==> config.mk <==
export PLATFORM = sky130hd
export DESIGN_NAME = iir_inverse_filter
export DESIGN_NICKNAME = d
export VERILOG_FILES = /design/src/rtl/iir_inverse_filter.sv
export SDC_FILE = /design/constraint.sdc
export NUM_CORES = 1
export LEC_CHECK = 0
export CELL_PAD_IN_SITES_DETAIL_PLACEMENT = 0
export CELL_PAD_IN_SITES_GLOBAL_PLACEMENT = 1
export CORE_AREA = 10 10 85 87
export DETAILED_ROUTE_END_ITERATION = 7
export DIE_AREA = 0 0 95 97
export HOLD_SLACK_MARGIN = 0.08
export MAX_ROUTING_LAYER = met4
export PLACE_DENSITY = 0.84
export SLEW_MARGIN = 10
export SYNTH_ARGS = -nofsm -noshare
export SYNTH_HDL_FRONTEND = slang
export SYNTH_SLANG_ARGS = --single-unit
==> constraint.sdc <==
create_clock -name clk -period 7.4 [get_ports clk]
set_input_delay 0.74 -clock clk [delete_from_list [all_inputs] [get_ports clk]]
set_output_delay 0.74 -clock clk [all_outputs]
set_load 0.005 [all_outputs]
==> src/rtl/iir_inverse_filter.sv <==
// First-order inverse filter x[n] = y[n] - ((a*y[n-1]) >>> FRAC_W) as a 2-stage valid/ready pipeline.
// Define IIR_INV_SAT_EN to saturate the output and add the sat_flag port; otherwise the output wraps.
module iir_inverse_filter #(
   parameter int DATA_W = 8,
   parameter int COEF_W = 4,
   parameter int FRAC_W = 2
) (
   input  logic              clk,
   input  logic              rst,
   input  logic              clr,
   input  logic [COEF_W-1:0] a,
   input  logic              in_valid,
   output logic              in_ready,
   input  logic [DATA_W-1:0] in_data,
   output logic              out_valid,
   input  logic              out_ready,
   output logic [DATA_W-1:0] out_data
`ifdef IIR_INV_SAT_EN
   ,
   output logic              sat_flag
`endif
);

   localparam int PROD_W = DATA_W + COEF_W + 1;
   localparam int DIFF_W = DATA_W + COEF_W + 2;

   logic                     r_s1_v;
   logic                     r_s2_v;
   logic signed [DATA_W-1:0] r_y_prev;
   logic signed [DATA_W-1:0] r_s1_y;
   logic signed [PROD_W-1:0] r_s1_prod;
   logic        [DATA_W-1:0] r_out_data;
   logic                     r_sat;

   logic                     w_stall;
   logic                     w_accept;
   logic signed [DATA_W-1:0] w_hist;
   logic signed [COEF_W:0]   w_coef;
   logic signed [PROD_W-1:0] w_prod;
   logic signed [PROD_W-1:0] w_shift;
   logic signed [DIFF_W-1:0] w_diff;
   logic        [DATA_W:0]   w_narrow;

   // Returns {clipped, value}: the exact difference reduced to DATA_W bits.
   function automatic logic [DATA_W:0] narrow(input logic [DIFF_W-1:0] d);
`ifdef IIR_INV_SAT_EN
      logic [DIFF_W-DATA_W:0] top;
      top = d[DIFF_W-1:DATA_W-1];
      if ((&top) || (~|top)) begin
         narrow = {1'b0, d[DATA_W-1:0]};
      end else if (d[DIFF_W-1]) begin
         narrow = {1'b1, 1'b1, {(DATA_W-1){1'b0}}};
      end else begin
         narrow = {1'b1, 1'b0, {(DATA_W-1){1'b1}}};
      end
`else
      narrow = {1'b0, d[DATA_W-1:0]};
`endif
   endfunction

   assign w_stall   = r_s2_v & ~out_ready;
   assign in_ready  = ~w_stall;
   assign w_accept  = in_valid & ~w_stall;
   assign out_valid = r_s2_v;
   assign out_data  = r_out_data;
`ifdef IIR_INV_SAT_EN
   assign sat_flag  = r_sat;
`endif

   // A clear in the accept cycle forces zero history for that very sample.
   always_comb begin
      w_hist   = clr ? {DATA_W{1'b0}} : r_y_prev;
      w_coef   = {1'b0, a};
      w_prod   = w_hist * w_coef;
      w_shift  = r_s1_prod >>> FRAC_W;
      w_diff   = {{(DIFF_W-DATA_W){r_s1_y[DATA_W-1]}}, r_s1_y}
               - {{(DIFF_W-PROD_W){w_shift[PROD_W-1]}}, w_shift};
      w_narrow = narrow(w_diff);
   end

   // Stage 1: capture sample and product, track history.
   always_ff @(posedge clk) begin
      if (!rst) begin
         r_s1_v    <= 1'b0;
         r_s1_y    <= {DATA_W{1'b0}};
         r_s1_prod <= {PROD_W{1'b0}};
         r_y_prev  <= {DATA_W{1'b0}};
      end else if (w_accept) begin
         r_s1_v    <= 1'b1;
         r_s1_y    <= in_data;
         r_s1_prod <= w_prod;
         r_y_prev  <= in_data;
      end else begin
         if (!w_stall) begin
            r_s1_v <= 1'b0;
         end
         if (clr) begin
            r_y_prev <= {DATA_W{1'b0}};
         end
      end
   end

   // Stage 2: subtract and narrow into the output register.
   always_ff @(posedge clk) begin
      if (!rst) begin
         r_s2_v     <= 1'b0;
         r_out_data <= {DATA_W{1'b0}};
         r_sat      <= 1'b0;
      end else if (!w_stall) begin
         r_s2_v <= r_s1_v;
         if (r_s1_v) begin
            r_out_data <= w_narrow[DATA_W-1:0];
            r_sat      <= w_narrow[DATA_W];
         end
      end
   end

endmodule
==> impl_metrics.yaml <==
sta:
  setup_tns_ps: 0
  max_clock_freq_mhz: 234
  slew_headroom_pct: 52.6
  fin_skew_ps: 6.22
  finalSetupViolations: 0
  post-route-min-period_ps: 4260
  finalCritPeriodShare_pct: 57.6
  hold_viol_final: 0
  slew_violations: 0
  rsz0062_at_grt: "no"
  whs_ps: 464
  worstMarginPinSlew_ps: 709
critical_path:
  required_ps: 7620
  path_class: "in2reg"
  startpoint_type: "input port"
  cpPeakStageDelay_ps: 640
  cp_cell_sequence: "clkdlybuf4s50_1 -> and2b_1 -> and2_1 -> ha_1 -> inv_1 -> fa_1 -> fa_1 -> inv_1 -> ha_1 -> a21o_1 -> a21oi_1 -> nor2_1 -> o21ai_0 -> nand4_1 -> o211ai_1"
  slowest_stage: "clkdlybuf4s50_1"
  cp.arrival_ps: 4480
  worstPathMaxFanout: 10
  worstSetupEndpointType: "flop"
drt:
  vias_per_cell: 4.99
  drt-total-wl_mm: 5.04
  drc_errors: 0
  drt-pass1-iter-count: 4
  ant_nets: 0
  vias: 1940
  wire_per_inst_um: 12.9
  drtIter0Drc: 67
run:
  max_cap_violations: 0
clock_network:
  clkLatencyLatePin_ps: 290
  tritoncts: "yes"
  path_clk_slew_ps: 70
  cts-root-buf: "clkbuf_8"
  cts_max_level: 2
  cts_buffer_depth: 2
  clock_sinks: 34
  cts_resized: 0
  postCtsHoldBufs: 0
  post-cts-setup-buffer-count: 0
  cts_buffers: 5
synth:
  synth.area.mux_share_pct: 0.404
  ys_seq_area_share_pct: 27.5
  synthCells: 291
  ys_ff_latch: 34
  syn_avg_cell_area_um2: 8.51
  synthMostInstantiatedCell: "nand2_1"
  yosysTopAreaCellShare_pct: 27.5
  synth_common_cells: "nand2_1, dfxtp_1, inv_1"
  yosys_most_used_dff: "dfxtp_1"
  synth_fa_ha_area_share_pct: 22.1
  synthTopCellsByArea: "dfxtp_1, ha_1, fa_1"
  ys_async_sr_fraction_pct: 0
  synth_top_family_by_area: "simple AND/OR/NAND/NOR gates"
  synth_edf_count: 0
  yosysWarnings: 0
  synth_area_mm2: 0.00248
  synth_top_cell_by_area: "dfxtp_1"
  synth-simple-area-share_pct: 24.2
  synth_nets: 344
  synth_compound_area_share_pct: 14.8
  synth_xor_area_share_pct: 4.60
  ys_types: 38
global_route:
  grt_pass1_wl_mm: 8.68
  grt_max_degree: 44
  antenna_found_initial: 0
  grt_overflow: 0
  grt_use_total_pct: 11.8
  grt_pass1_vias: 1863
power_and_ir_drop:
  max-vdd-ir-drop_mv: 0.0758
  p_leak_uw: 0.00127
  power.density_mw_per_mm2: 155
die:
  dieArea_mm2: 0.00922
  fp.dieH_um: 97
  start_util_pct: 45.2
  dieWidth_um: 95
  rows: 27
  core_mm2: 0.00547
  pin_count: 27
final_layout:
  area_growth_pct: 17.4
  final_net_count: 369
  drive_gt1_share_pct: 4.42
  n_antenna_cell: 0
  utilization_pct: 53.1
placed_design:
  place_congestion: 0.859
  dp_hpwl_mm: 4.01
  numPortBuffers: 26
status:
  status: "finished clean"
worst_hold_path:
  hold_class: "reg2reg"
[worst paths after layout]
kind              cells past startpoint        start  slack, ps      endpoint
setup / recovery                     15          clr       3140  r_s1_prod[8]
hold / removal                        2  out_data[2]        460   out_data[2]
setup reg to reg                     14  r_y_prev[1]       4020  r_s1_prod[8]
hold reg to reg                       2  out_data[2]        460   out_data[2]
[cell type report]
cell class / count / area [µm²]
Sequential cell: 34 / 681
Fill cell: 546 / 2570
Inverter: 32 / 120
Timing Repair Buffer: 27 / 268
Tap cell: 72 / 90.1
Clock buffer: 8 / 110
Multi-Input combinational cell: 216 / 1640
[layout by cell type (no fill, tap or decap), types with 2 or more instances in the layout]
cell             synthesis  final
nand2_1                 47     47
dfxtp_1                 34     34
inv_1                   31     31
clkdlybuf4s50_1          0     26
and2_1                  25     25
ha_1                    23     23
a21boi_0                20     20
fa_1                    13     13
o21ai_0                 12     12
xnor2_1                 10     10
a21oi_1                  9      9
clkbuf_8                 0      8
nor2b_1                  7      7
and2b_1                  5      5
nand3_1                  4      4
o211a_1                  3      3
nor2_1                   3      3
nand3b_1                 3      3
and4b_1                  3      3
a31oi_1                  3      3
xor2_1                   3      3
o21a_1                   3      3
nor2b_2                  2      2
nand4_1                  2      2
o211ai_1                 2      2
nor3_1                   2      2
nor3b_1                  2      2
[where the power goes]
group | internal [µW] | switching, µW | leakage [µW]
logic | 44.0 | 44.3 | 0.000934
clock network | 94.0 | 67.9 | 0.0000575
registers | 194 | 6.54 | 0.000279
[kinds of logic after synthesis]
kind of cell,Yosys count
AOI/OAI and AO/OA,55
xor gates and xnor gates,13
adders and majority gates,36
buffers and inverters,41
DFF,34
muxes,1
and+or+nand+nor,111
[state kept, by name, indices dropped and copies added, names as in the netlist]
| signal | count |
|---|---|
| r_s1_prod | 8 |
| out_valid | 1 |
| r_s1_v | 1 |
| out_data | 8 |
| r_s1_y | 8 |
| r_y_prev | 8 |
[worst max-delay path, delay by kind of cell]
family          cells  cell delay [ps]
compound gates      4              750
fa+ha+maj           4             1640
buf+inv             3              730
simple gates        4              610
[layer usage]
layer	track usage (%)	wire [µm]	vias up
met2	17.5	2240	29
met1	14.8	2470	893
li1	-	-	1008
met3	2.78	221	10
met4	5.03	104	0
met5	-	0	-
[per-stage QoR]
stage | setup slack [ps] | std cells | instance area [µm²] | total power (µW)
6_report | 3140 | 389 | 2910 | 451
5_1_grt | 2920 | 389 | 2910 | 479
4_1_cts | 3130 | 389 | 2910 | 458
3_5_place_dp | 2810 | 381 | 2800 | 294
3_3_place_gp | 2930 | 381 | 2800 | 293
2_1_floorplan | 3750 | 291 | 2480 | 261
(Power assumes the default switching activity.)
